## src/rtl/ters_zigzag.sv

```systemverilog
// Run-length token expander: turns (run, value) / EOB tokens into 64 coefficients
// per block in zigzag order, each tagged with its natural (row, col) position.
module ters_zigzag #(
    parameter int PIXEL_BIT = 16,
    parameter int BLOCK_BIT = 3
) (
    input  logic                 clk_i,
    input  logic                 rst_i,
    input  logic [5:0]           rle_run_i,
    input  logic [PIXEL_BIT-1:0] rle_deger_i,
    input  logic                 rle_eob_i,
    input  logic                 rle_gecerli_i,
    output logic                 rle_hazir_o,
    output logic [PIXEL_BIT-1:0] zig_veri_o,
    output logic [BLOCK_BIT-1:0] zig_veri_row_o,
    output logic [BLOCK_BIT-1:0] zig_veri_col_o,
    output logic                 zig_veri_gecerli_o,
    input  logic                 zig_veri_hazir_i,
    output logic                 blok_son_o,
    output logic                 hata_o
);

    typedef enum logic [1:0] {KABUL, SIFIR, DEGER, DOLDUR} state_t;

    // Zigzag index -> natural raster position (row*8 + col).
    localparam logic [5:0] ZZ_NAT [64] = '{
        6'd0,  6'd1,  6'd8,  6'd16, 6'd9,  6'd2,  6'd3,  6'd10,
        6'd17, 6'd24, 6'd32, 6'd25, 6'd18, 6'd11, 6'd4,  6'd5,
        6'd12, 6'd19, 6'd26, 6'd33, 6'd40, 6'd48, 6'd41, 6'd34,
        6'd27, 6'd20, 6'd13, 6'd6,  6'd7,  6'd14, 6'd21, 6'd28,
        6'd35, 6'd42, 6'd49, 6'd56, 6'd57, 6'd50, 6'd43, 6'd36,
        6'd29, 6'd22, 6'd15, 6'd23, 6'd30, 6'd37, 6'd44, 6'd51,
        6'd58, 6'd59, 6'd52, 6'd45, 6'd38, 6'd31, 6'd39, 6'd46,
        6'd53, 6'd60, 6'd61, 6'd54, 6'd47, 6'd55, 6'd62, 6'd63
    };

    state_t               state_q, state_d;
    logic [5:0]           pos_q, pos_d;
    logic [5:0]           rem_q, rem_d;
    logic [PIXEL_BIT-1:0] val_q, val_d;
    logic [PIXEL_BIT-1:0] veri_q, veri_d;
    logic [BLOCK_BIT-1:0] row_q, row_d;
    logic [BLOCK_BIT-1:0] col_q, col_d;
    logic                 gecerli_q, gecerli_d;
    logic                 son_q, son_d;
    logic                 hata_q, hata_d;

    logic                 adv;
    logic                 load;
    logic [PIXEL_BIT-1:0] load_val;
    logic [5:0]           nat;
    logic [6:0]           run_end;
    logic                 pos_last;

    assign adv         = !gecerli_q || zig_veri_hazir_i;
    assign rle_hazir_o = (state_q == KABUL) && adv;
    assign nat         = ZZ_NAT[pos_q];
    assign run_end     = {1'b0, pos_q} + {1'b0, rle_run_i};
    assign pos_last    = (pos_q == 6'd63);

    always_comb begin
        state_d   = state_q;
        pos_d     = pos_q;
        rem_d     = rem_q;
        val_d     = val_q;
        veri_d    = veri_q;
        row_d     = row_q;
        col_d     = col_q;
        gecerli_d = gecerli_q;
        son_d     = son_q;
        hata_d    = 1'b0;
        load      = 1'b0;
        load_val  = '0;
        if (adv) begin
            unique case (state_q)
                KABUL: begin
                    if (rle_gecerli_i) begin
                        load = 1'b1;
                        if (rle_eob_i) begin
                            state_d = pos_last ? KABUL : DOLDUR;
                        end else if (rle_run_i == 6'd0) begin
                            load_val = rle_deger_i;
                        end else if (run_end > 7'd63) begin
                            // Run would spill past the block: pad to its end and drop the value.
                            hata_d  = 1'b1;
                            state_d = pos_last ? KABUL : DOLDUR;
                        end else begin
                            val_d   = rle_deger_i;
                            rem_d   = rle_run_i - 6'd1;
                            state_d = (rle_run_i != 6'd1) ? SIFIR : DEGER;
                        end
                    end
                end
                SIFIR: begin
                    load  = 1'b1;
                    rem_d = rem_q - 6'd1;
                    if (rem_q == 6'd1) state_d = DEGER;
                end
                DEGER: begin
                    load     = 1'b1;
                    load_val = val_q;
                    state_d  = KABUL;
                end
                DOLDUR: begin
                    load = 1'b1;
                    if (pos_last) state_d = KABUL;
                end
                default: state_d = KABUL;
            endcase
            if (load) begin
                veri_d    = load_val;
                row_d     = BLOCK_BIT'(nat[5:3]);
                col_d     = BLOCK_BIT'(nat[2:0]);
                son_d     = pos_last;
                gecerli_d = 1'b1;
                pos_d     = pos_q + 6'd1;
            end else begin
                gecerli_d = 1'b0;
            end
        end
    end

    always_ff @(posedge clk_i) begin
        if (rst_i) begin
            state_q   <= KABUL;
            pos_q     <= '0;
            rem_q     <= '0;
            val_q     <= '0;
            veri_q    <= '0;
            row_q     <= '0;
            col_q     <= '0;
            gecerli_q <= 1'b0;
            son_q     <= 1'b0;
            hata_q    <= 1'b0;
        end else begin
            state_q   <= state_d;
            pos_q     <= pos_d;
            rem_q     <= rem_d;
            val_q     <= val_d;
            veri_q    <= veri_d;
            row_q     <= row_d;
            col_q     <= col_d;
            gecerli_q <= gecerli_d;
            son_q     <= son_d;
            hata_q    <= hata_d;
        end
    end

    assign zig_veri_o         = veri_q;
    assign zig_veri_row_o     = row_q;
    assign zig_veri_col_o     = col_q;
    assign zig_veri_gecerli_o = gecerli_q;
    assign blok_son_o         = son_q;
    assign hata_o             = hata_q;

endmodule

```

## config.mk

```make
export PLATFORM = sky130hd
export DESIGN_NAME = ters_zigzag
export DESIGN_NICKNAME = d
export VERILOG_FILES = /design/src/rtl/ters_zigzag.sv
export SDC_FILE = /design/constraint.sdc
export NUM_CORES = 1
export LEC_CHECK = 0
export CAP_MARGIN = 30
export CORE_MARGIN = 2
export CORE_UTILIZATION = 51
export DETAILED_ROUTE_END_ITERATION = 6
export DONT_BUFFER_PORTS = 1
export PLACE_DENSITY_LB_ADDON = 0.2
export SYNTH_ARGS = -nofsm -noshare
export SYNTH_HDL_FRONTEND = slang
export SYNTH_SLANG_ARGS = --single-unit
```

## constraint.sdc

```tcl
create_clock -name clk_i -period 5 [get_ports clk_i]
set_clock_uncertainty 0.15 [all_clocks]
set_input_delay 1 -clock clk_i [delete_from_list [all_inputs] [get_ports clk_i]]
set_output_delay 1 -clock clk_i [all_outputs]
set_load 0.02 [all_outputs]
```

# == After elaboration in Yosys (flattened, before gate mapping) ==
# Memories as Yosys holds them, arrays and structs flattened. A register that Yosys moved wholly into a read port is not among the register bits.
# Index checks and enable logic that the tools add are counted.
# word_totals
mem_bits_ro,384
regBits,49
memories,1
in_bits,27
# classes
addsub,4
muxes,23
reduce_logical,12
n_eq_ne,13
bitwise,7
order_cmp,1
# mem_list
name,depth,width,rd,rd_clocked_by_memory_dff,write_ports,line,text
(no name shown),64,6,1,1,0,57,assign nat = ZZ_NAT[pos_q];
# ops
op,count
$mux W16,3
$pmux W16 S2,1
$mux W6,4
$mux W2,8
$ne A2 B2 Y1 const B,6
$pmux W6 S2,1
$reduce_and A6 Y1,2
$sub A6 B1 Y6 const B,2
$pmux W2 S4,1
$add A6 B6 Y7,1
$gt A7 B6 Y1 const B,1
$not A6 Y7,1
$add A6 B1 Y6 const B,1
$eq A6 B1 Y1 const B,1
$eq A6 B6 Y1 const B,1
$logic_not A6 Y1,1
$ne A6 B1 Y1 const B,1
$not A1 Y1,6
$reduce_or A6 Y1,1
$reduce_and A5 Y1,1
$eq A2 B2 Y1 const B,2
$mux W1,4
$ne A3 B3 Y1 const B,1
$reduce_or A3 Y1,1
other kinds (8),8

# == Depth between registers and ports, before layout ==
# Gate-level depths: netlist of the first run.
# depth
ltp_word,7
depth_mapped,10
mapped_depth_nobuf,8

# == Worst setup path before layout of the first run ==
# Ideal clock, no wire load.
# synth_timing
path_kind,input to register
from,input port rle_run_i[0]
to,register rem_q[3]
setup_slack_ns,2.063
stages,9
n_path_buf,1
setup_ns,0.070
arrival_time_ns,2.717
path_cell_list,ha_1 fa_1 a21oi_1 nor2_1 or3_1 buf_6 o22a_4 a311o_1 a21oi_1
# synth_via
elab_chain_cells,6
word_cells_on_any_way,12
# synth_lines
item,line,text
start: declaration,9,"input logic [5:0] rle_run_i,"
branches (longest 6 deep; another with $add A6 B6 Y7),n/a,
end signal: assignment,138,rem_q <= rem_d;
end: declaration,39,"logic [5:0] rem_q, rem_d;"
# Parallel ways; which one is timed is not known. The select of a mux whose other input is x is not followed.
# A chain may end at the register's enable or synchronous reset.

# == Worst setup path after layout of the first run ==
# layout_timing
from,input port zig_veri_hazir_i
to,output port rle_hazir_o
# layout_via
elab_chain_cells,2
# layout_lines
item,line,text
start: declaration,18,"input logic zig_veri_hazir_i,"
$logic_or A1 B1 Y1,55,assign adv = !gecerli_q || zig_veri_hazir_i;
$logic_and A1 B1 Y1,56,assign rle_hazir_o = (state_q == KABUL) && adv;
end: declaration,13,"output logic rle_hazir_o,"
# No other way between the ends.

==> results.yml, run 1 <==
cts:
  clk_path_buf_depth: 2
  numCtsBuffers: 5
  cts-hold-fix-buffers: 0
  cts-root-buf: "clkbuf_8"
  cts_resized: 0
  htree_num_levels: 2
  post_cts_buffers: 0
  cts_tree: "built"
  clock_sinks: 55
  clk_latency_ps: 320
  clk_pin_slew_ps: 110
status:
  outcome: "finished, final reports clean"
sta:
  fin_crit_ps: 3040
  finalSetupTns_ps: 0
  setup_slack_ps: 1960
  relSlewSlack_pct: 32.5
  setup-violations-final: 0
  post-route-period-util_pct: 60.8
  rsz0062_at_grt: "no"
  final_hold_viol_count: 0
  maxSlewViolCount: 0
  max_freq_mhz: 329
  worst_pin_slew_ps: 1010
global_route:
  grt_pass1_wl_mm: 12.2
  grt_antenna_before_repair: 0
  grt_max_degree: 57
  grt_pass1_vias: 2496
  grt.overflow.total: 0
  grt_usage_pct: 20.3
die:
  io_pins: 53
  core-area_um2: 6390
  die_h_um: 85.3
  die_area_um2: 7280
  rows: 29
  die_x_um: 85.3
  start_util_pct: 52.8
power_and_ir_drop:
  p_switching_uw: 564
  power.total_mw: 1.36
  pwr_density_cell_nw_per_um2: 396
  p_sw_share_pct: 41.4
  power.leakage_nw: 1.35
  ir_drop_v: 0.000313
  comb_power_share_pct: 37.8
  seqPwrFrac_pct: 42.7
  internal_power_uw: 800
  clock_power_share_pct: 19.5
route:
  first_pass_iters: 4
  vias: 2728
  wl_mm: 7.43
  drt-vias-per-instance: 5.89
  ant_nets: 0
  highest_layer: "met4"
  wl_met3_um: 414
  first_iter_violations: 115
  drc: 0
  met2_length_mm: 3.44
  wl_per_cell_um: 16.1
  m1WireLength_mm: 3.54
synthesis:
  synth-async-reset-ratio_pct: 0
  syn_inst: 405
  ys_seq_elements: 55
  ys_seq_area_share_pct: 32.7
  synth_cell_types: 48
  synthTopCellsByArea: "dfxtp_1, ha_1, mux2i_1"
  synth.top_cell.area_share_pct: 32.7
  yosysWarningCount: 0
  synth_nets: 458
  yosysTopAreaCell: "dfxtp_1"
  synth_edf_count: 0
  netlist_area_um2: 3370
  ys.flop_type: "dfxtp_1"
  synth.avg_cell_area_um2: 8.33
critical_path:
  critical_path.cell_chain: "nor2b_1 -> nor3_1"
  cp_max_fo: 10
  crit_family: "simple AND/OR/NAND/NOR gates"
  crit_arrival_ps: 1890
  timing.setup.critical_path_class: "in -> out"
  cpMaxStageDelayCell: "nor2b_1"
  cp-start-kind: "primary input"
  required_ps: 3850
  worst_path_largest_cell_delay_ps: 590
  cp_num_buf_inv: 0
  crit_path_end_kind: "output pin"
  r2r_slack_ps: 2100
final_layout:
  utilization_pct: 54.0
  layout-drive-gt1-share_pct: 5.96
  area_growth_pct: 2.26
  nets: 438
  fin_area_um2: 3450
  num_antenna_cells: 0
place:
  dp_hpwl_mm: 5.01
  port_buffers: 0
  place_ws_ps: 1920
  place.gp.congestion: 0.837
  post_dp_cell_area_um2: 3350
flow_run:
  max_cap_viol_count: 0
min_path:
  hold_class: "reg -> reg"
power by group through the flow:
stage	Combinational (mW)	Sequential, mW	Clock [mW]
floorplan	0.450	0.555	0
global placement	0.497	0.591	0
detailed placement	0.513	0.594	0
CTS	0.515	0.583	0.275
global route	0.582	0.594	0.287
finish	0.516	0.582	0.267
cell usage after synthesis (2+ instances only):
master,number
xnor2_1,3
a211o_1,2
dfxtp_1,55
nand2_1,28
nor3_1,11
nand3_1,12
or2_2,2
nor2b_1,6
a21oi_1,30
xor2_1,6
buf_1,2
o21ai_0,13
buf_6,2
nand2b_1,3
a211oi_1,13
a22o_1,16
clkbuf_1,12
inv_1,12
a22oi_1,17
nand4_1,2
nand3b_1,2
a311oi_1,2
o211ai_1,4
a32o_1,2
buf_2,13
mux2i_1,26
nor2_1,64
ha_1,25
sequential cells by signal (all words and copies together) (netlist names):
| name | count |
|---|---|
| val_q | 16 |
| pos_q | 6 |
| zig_veri_o | 16 |
| zig_veri_gecerli_o | 1 |
| hata_o | 1 |
| blok_son_o | 1 |
| rem_q | 6 |
| state_q | 2 |
| zig_veri_row_o | 3 |
| zig_veri_col_o | 3 |
cells by family after synthesis:
family          share of synthesized area, %
compound gates                          22.9
xor+xnor                                2.34
fa+ha+maj                               9.87
buf+inv                                 5.83
flops                                   32.7
mux                                     8.39
simple gates                            18.0
placed cells by master (no fill, tap or decap), drive strengths merged, types with 2 or more instances in the layout:
master  count
nand2      28
a211o       3
dfxtp      55
nand2b      3
inv        13
a22oi      17
clkbuf      5
nand3      13
o22a        2
a311oi      2
o211ai      4
xor2        6
o21ai      13
clkinv      2
nand4       2
nor2       65
xnor2       3
mux2i      26
or2         2
buf         3
a21oi      31
ha         25
a32o        2
nor2b       6
a211oi     13
nor3       12
nand3b      2
a22o       16
per-layer routing:
| metal | up-vias | track usage [%] |
|---|---|---|
| li1 | 1408 | - |
| met1 | 1251 | 27.9 |
| met2 | 65 | 32.7 |
| met3 | 4 | 4.86 |
| met4 | 0 | 3.90 |
| met5 | - | 0 |
layout make-up:
type	count	area (um^2)
Tap cell	77	96.3
Clock inverter	3	27.5
Multi-Input combinational cell	307	2080
Inverter	13	48.8
Sequential cell	55	1100
Timing Repair Buffer	3	26.3
Fill cell	612	2940
Clock buffer	5	68.8
through the flow:
step	hold WS [ps]	instances
after CTS	334	463
after global placement	302	453
final	331	463
after detailed placement	316	455
after global routing	362	463
after floorplan	295	405
path summary, 6_finish.rpt:
| path | cells after the start | startpoint | end |
|---|---|---|---|
| setup / recovery | 2 | zig_veri_hazir_i | rle_hazir_o |
| hold / removal | 2 | rem_q[1]$_SDFFE_PP0P_ | rem_q[1]$_SDFFE_PP0P_ |
| setup reg to reg | 7 | pos_q[4]$_SDFFE_PP0P_ | rem_q[3]$_SDFFE_PP0P_ |
| hold reg to reg | 2 | rem_q[1]$_SDFFE_PP0P_ | rem_q[1]$_SDFFE_PP0P_ |
Note: power is estimated with default switching activity, not from simulation.
==> run 2, diff against run 1 <==
==> constraint.sdc (replaced) <==
create_clock -name clk_i -period 2.6 [get_ports clk_i]
set_clock_uncertainty 0.15 [all_clocks]
set_input_delay 0.52 -clock clk_i [delete_from_list [all_inputs] [get_ports clk_i]]
set_output_delay 0.52 -clock clk_i [all_outputs]
set_load 0.02 [all_outputs]
==> run 2 against run 1 <==
  * Count of clock-buffer cells in the layout is the same
  * Die area is the same
  * Worst hold slack lost 220 ps
  * Worst setup slack lost 1700 ps
  * Final cell count grew 2.6%
  * Combinational power grew 120%
  * Largest cell class unchanged
==> results.yml, run 2 (synthesis results as in run 1) <==
cts:
  clk_pin_slew_ps: 100
  htree_num_levels: 2
  cts_resized: 0
  clk_latency_ps: 310
  clock_sinks: 55
  cts-hold-fix-buffers: 0
  post_cts_buffers: 0
  numCtsBuffers: 5
  cts_tree: "built"
  cts-root-buf: "clkbuf_8"
  clk_path_buf_depth: 2
final_layout:
  fill_cells: 577
  nets: 451
  layout-drive-gt1-share_pct: 8.79
  layout_commonest_cell: "nor2_1"
  area_growth_pct: 5.83
  num_antenna_cells: 0
  final_cell_mix: "nor2_1, dfxtp_1, a21oi_1, nand2_1, mux2i_1"
route:
  wl_per_cell_um: 16.3
  vias: 2835
  drt-vias-per-instance: 5.97
  first_iter_violations: 111
  ant_nets: 0
  drc: 0
  first_pass_iters: 5
  wl_mm: 7.76
min_path:
  hold_class: "in -> reg"
  holdPathStages: 1
  hold_end: "blok_son_o$_SDFFE_PP0P_"
  min_from: "rst_i"
die:
  rows: 29
  die_area_um2: 7280
  die_x_um: 85.3
  die_h_um: 85.3
  start_util_pct: 52.8
  core-area_um2: 6390
  io_pins: 53
global_route:
  grt_pass1_vias: 2663
  grt_pass1_wl_mm: 13.0
  grt_max_degree: 57
  grt_use_met3_pct: 4.96
  grtUsageMet1_pct: 28.9
  grt_usage_pct: 21.3
  grt.overflow.total: 0
  grt_busiest_layer: "met2"
  grt_antenna_before_repair: 0
  gr-usage-met2_pct: 34.7
sta:
  hold-worst-slack_ps: 114
  setup-violations-final: 0
  max_freq_mhz: 428
  worst_pin_slew_ps: 485
  maxSlewViolCount: 0
  final_hold_viol_count: 0
  fin_crit_ps: 2340
  relSlewSlack_pct: 67.5
  rsz0062_at_grt: "no"
  finalSetupTns_ps: 0
  post-route-period-util_pct: 89.9
place:
  place.gp.congestion: 0.865
  port_buffers: 0
  dp_hpwl_mm: 5.31
status:
  outcome: "finished, final reports clean"
critical_path:
  required_ps: 2690
  timing.setup.critical_path_class: "reg -> reg"
  cp_max_fo: 4
  crit_arrival_ps: 2430
  regToRegStartpoint: "pos_q[0]$_SDFFE_PP0P_"
  worstReg2RegEnd: "state_q[0]$_SDFFE_PP0P_"
  r2r_slack_ps: 260
  crit_path_end_kind: "register"
  cp-start-kind: "register"
  reg2reg_depth: 8
power_and_ir_drop:
  pwr_density_cell_nw_per_um2: 781
  power.leakage_nw: 1.43
  ir_drop_v: 0.000486
flow_run:
  max_cap_viol_count: 0
[run 2: cell count changes in the layout (fill, tap and decap cells not counted)]
| cell | delta |
|---|---|
| buf_12 | +1 |
| buf_4 | +12 |
| bufinv_16 | +1 |
| clkinv_4 | -1 |
| inv_8 | -1 |
[run 2: metal layers]
layer	part of all wire, %	vias up
met5	0	-
met4	0.59	0
met3	6.1	4
met2	48	65
met1	46	1331
li1	-	1435
[run 2: worst max-delay path by stage]
stage                     startpoint                              to  slack, ps  cells after the start
3_3_place_gp            rle_run_i[0]         state_q[0]$_SDFFE_PP0P_        140                      8
6_report       pos_q[0]$_SDFFE_PP0P_         state_q[0]$_SDFFE_PP0P_        260                      8
5_1_grt        pos_q[0]$_SDFFE_PP0P_           rem_q[5]$_SDFFE_PP0P_        110                      8
2_1_floorplan  pos_q[0]$_SDFFE_PP0P_  zig_veri_row_o[0]$_SDFFE_PP0P_         60                      9
4_1_cts        pos_q[0]$_SDFFE_PP0P_         state_q[0]$_SDFFE_PP0P_        270                      8
3_5_place_dp            rle_run_i[0]         state_q[0]$_SDFFE_PP0P_         90                      8
[run 2: cell type report]
class / instances / area (um^2) / area share [%]
clock buffers: 5 / 68.8 / 1.93
well taps: 77 / 96.3 / 2.70
repair buffers: 16 / 136 / 3.82
flip-flops and latches: 55 / 1100 / 30.9
inverters: 13 / 48.8 / 1.37
clock inverters: 2 / 37.5 / 1.05
multi-input cells: 307 / 2080 / 58.3
[run 2: worst max-delay path: stages (launching register included)]
cell,delay [ps]
dfxtp_1,340
ha_1,200
fa_1,370
a21oi_1,150
nor2_1,70
or3_1,370
buf_4,180
a211o_2,310
o21ai_0,130
[run 2: power by group]
group	total (mW)	internal [mW]	switching (mW)	leakage [nW]
clock network	0.568	0.282	0.286	0.0502
registers	1.07	0.946	0.120	0.447
logic	1.15	0.464	0.688	0.930
total	2.79	1.69	1.09	1.43
[run 2: through the flow]
stage                     power (mW)  setup slack, ps  instance area, um^2  cells  util [%]
after floorplan                 1.93             64.5                 3370    405         -
after detailed placement        2.23             92.9                 3460    468      54.2
after global placement          2.19              140                 3450    467      54.0
after global routing            2.98              109                 3570    475      55.9
after CTS                       2.79              273                 3570    475      55.9
final                           2.79              263                 3570    475      55.9
==> run 3, diff against run 2 <==
--- a/config.mk
+++ b/config.mk
@@ -5,6 +5,7 @@
 export SDC_FILE = /design/constraint.sdc
 export NUM_CORES = 1
 export LEC_CHECK = 0
+export ABC_AREA = 1
 export CAP_MARGIN = 30
 export CORE_MARGIN = 2
 export CORE_UTILIZATION = 51
==> run 3 against run 2 <==
  * Final cell count rose by 23%
  * Sequential share of layout area fell by 0.60 points
  * Critical path depth up 1
  * Worst setup slack better by 290 ps
  * Clock power fell by 15%
  * First-iteration DRC count grew 14%
  * Combinational power is 21% higher
  * Sequential power is 7% higher
==> results.yml, run 3 <==
status:
  outcome: "finished, final reports clean"
die:
  die_h_um: 86.7
  core-area_um2: 6720
  rows: 30
  io_pins: 53
  die_x_um: 86.7
  die_area_um2: 7520
  start_util_pct: 51.9
sta:
  finalSetupTns_ps: 0
  relSlewSlack_pct: 49.5
  hold-worst-slack_ps: 118
  maxSlewViolCount: 0
  final_hold_viol_count: 0
  rsz0062_at_grt: "no"
  worst_pin_slew_ps: 757
  setup-violations-final: 0
  max_freq_mhz: 488
  setup_slack_ps: 552
  fin_crit_ps: 2050
  post-route-period-util_pct: 78.8
cts:
  cts_tree: "built"
  htree_num_levels: 2
  cts-root-buf: "clkbuf_8"
  numCtsBuffers: 5
  clk_path_buf_depth: 2
  clk_pin_slew_ps: 100
  cts_resized: 0
  post_cts_buffers: 0
  cts-hold-fix-buffers: 0
  clock_sinks: 55
  clk_latency_ps: 300
synthesis:
  synth-async-reset-ratio_pct: 0
  synth.avg_cell_area_um2: 6.92
  synth_cell_types: 36
  yosysMostFrequentCell: "nand2_1"
  yosysTopAreaCell: "dfxtp_1"
  yosysWarningCount: 0
  synth_nets: 557
  ys_seq_area_share_pct: 31.6
  synth_edf_count: 0
  ys_seq_elements: 55
  ys.flop_type: "dfxtp_1"
  synth.top_cell.area_share_pct: 31.6
  netlist_area_um2: 3490
  synth_common_cells: "nand2_1, dfxtp_1, inv_1"
  syn_inst: 504
  synthTopCellsByArea: "dfxtp_1, nand2_1, ha_1"
flow_run:
  max_cap_viol_count: 0
final_layout:
  layout-drive-gt1-share_pct: 10.4
  area_growth_pct: 4.30
  layout_commonest_cell: "nand2_1"
  num_antenna_cells: 0
  utilization_pct: 54.2
  nets: 554
  final_cell_mix: "nand2_1, dfxtp_1, inv_1, nor2_1, a21oi_1"
  fill_cells: 702
place:
  place_ws_ps: 371
  place.gp.congestion: 0.927
  port_buffers: 0
  dp_hpwl_mm: 5.88
critical_path:
  crit_arrival_ps: 2090
  worst_path_largest_cell_delay_ps: 380
  r2r_slack_ps: 550
  reg2reg_depth: 9
  required_ps: 2650
  cp_max_fo: 31
  crit_family: "buffers and inverters"
  cp_num_buf_inv: 3
  cpMaxStageDelayCell: "fa_1"
  cp-start-kind: "register"
  timing.setup.critical_path_class: "reg -> reg"
  worstReg2RegEnd: "val_q[9]$_SDFFE_PP0P_"
  critical_path.cell_chain: "buf_4 -> fa_1 -> nand2_1 -> nand2_1 -> inv_1 -> nand2_2 -> buf_4 -> o21ai_1 -> a21oi_2"
  crit_path_end_kind: "register"
  regToRegStartpoint: "pos_q[1]$_SDFFE_PP0P_"
global_route:
  grt_pass1_wl_mm: 14.0
  grt.overflow.total: 0
  grt_pass1_vias: 3114
  grt_usage_pct: 22.9
  grt_max_degree: 35
  grt_antenna_before_repair: 0
route:
  drt-vias-per-instance: 5.47
  first_pass_iters: 4
  vias: 3184
  wl_mm: 8.13
  wl_per_cell_um: 14.0
  drc: 0
  first_iter_violations: 127
  ant_nets: 0
power_and_ir_drop:
  power.leakage_nw: 1.52
  pwr_density_cell_nw_per_um2: 832
  ir_drop_v: 0.000345
min_path:
  min_from: "rst_i"
  hold_end: "zig_veri_o[2]$_SDFFE_PP0P_"
  holdPathStages: 1
  hold_class: "in -> reg"
run 3: cell types whose count changed in the layout (fill, tap and decap cells not counted), sizes merged, moves of 9 or more:
cell	delta
a211oi	-13
nor3	-9
inv	+41
a22oi	-17
mux2i	-25
nand3	+15
a21oi	+23
o21ai	+36
a22o	-16
nand2	+103
nor2	-16
run 3: routing by layer:
metal | vias to the layer above | wire [um] | GRT usage (%)
met5 | - | 0 | 0
li1 | 1638 | - | -
met1 | 1438 | 3640 | 28.7
met4 | 0 | 131 | 7.53
met2 | 97 | 3840 | 38.7
met3 | 11 | 522 | 5.43
run 3: worst max-delay path by stage:
stage	slack, ps	end	cells past startpoint	from
2_1_floorplan	610	val_q[2]$_SDFFE_PP0P_	9	rle_run_i[0]
3_3_place_gp	390	val_q[7]$_SDFFE_PP0P_	10	rle_run_i[5]
3_5_place_dp	370	val_q[9]$_SDFFE_PP0P_	10	rle_run_i[5]
4_1_cts	550	val_q[1]$_SDFFE_PP0P_	11	pos_q[2]$_SDFFE_PP0P_
5_1_grt	370	val_q[1]$_SDFFE_PP0P_	10	zig_veri_gecerli_o$_SDFFE_PP0N_
6_report	550	val_q[9]$_SDFFE_PP0P_	9	pos_q[1]$_SDFFE_PP0P_
run 3: power breakdown:
group / switching (mW) / internal (mW) / total [mW]
registers: 0.165 / 0.989 / 1.15
logic: 0.916 / 0.477 / 1.39
clock network: 0.287 / 0.194 / 0.481
total: 1.37 / 1.66 / 3.03
run 3: cell families after synthesis:
logic type	after synthesis	share of synthesized area, %
buffers and inverters	77	9.90
DFF	55	31.6
xor gates and xnor gates	5	1.25
adders and majority gates	26	9.54
and+or+nand+nor	221	27.4
AOI/OAI and AO/OA	119	20.1
muxes	1	0.287
run 3: cell type report:
type | count | area [um^2] | share of cell area (%)
multi-input combinational | 372 | 2040 | 56.1
sequential | 55 | 1100 | 30.3
inverter | 53 | 199 | 5.47
timing repair buffer | 14 | 105 | 2.89
tap | 80 | 100 | 2.75
clock buffer | 5 | 68.8 | 1.89
clock inverter | 3 | 22.5 | 0.619
run 3: metrics by stage:
stage | area (um^2) | std cells | total power, mW
after floorplan | 3490 | 504 | 2.28
after global placement | 3550 | 574 | 2.54
after detailed placement | 3550 | 574 | 2.55
after CTS | 3640 | 582 | 3.05
after global routing | 3640 | 582 | 3.31
final | 3640 | 582 | 3.03
run 3: worst reg2reg max path: cells and delay by family (launching register included):
family	cells	cell delay [ps]
buf+inv	3	540
flops	1	360
simple gates	3	270
compound gates	2	250
fa+ha+maj	1	380
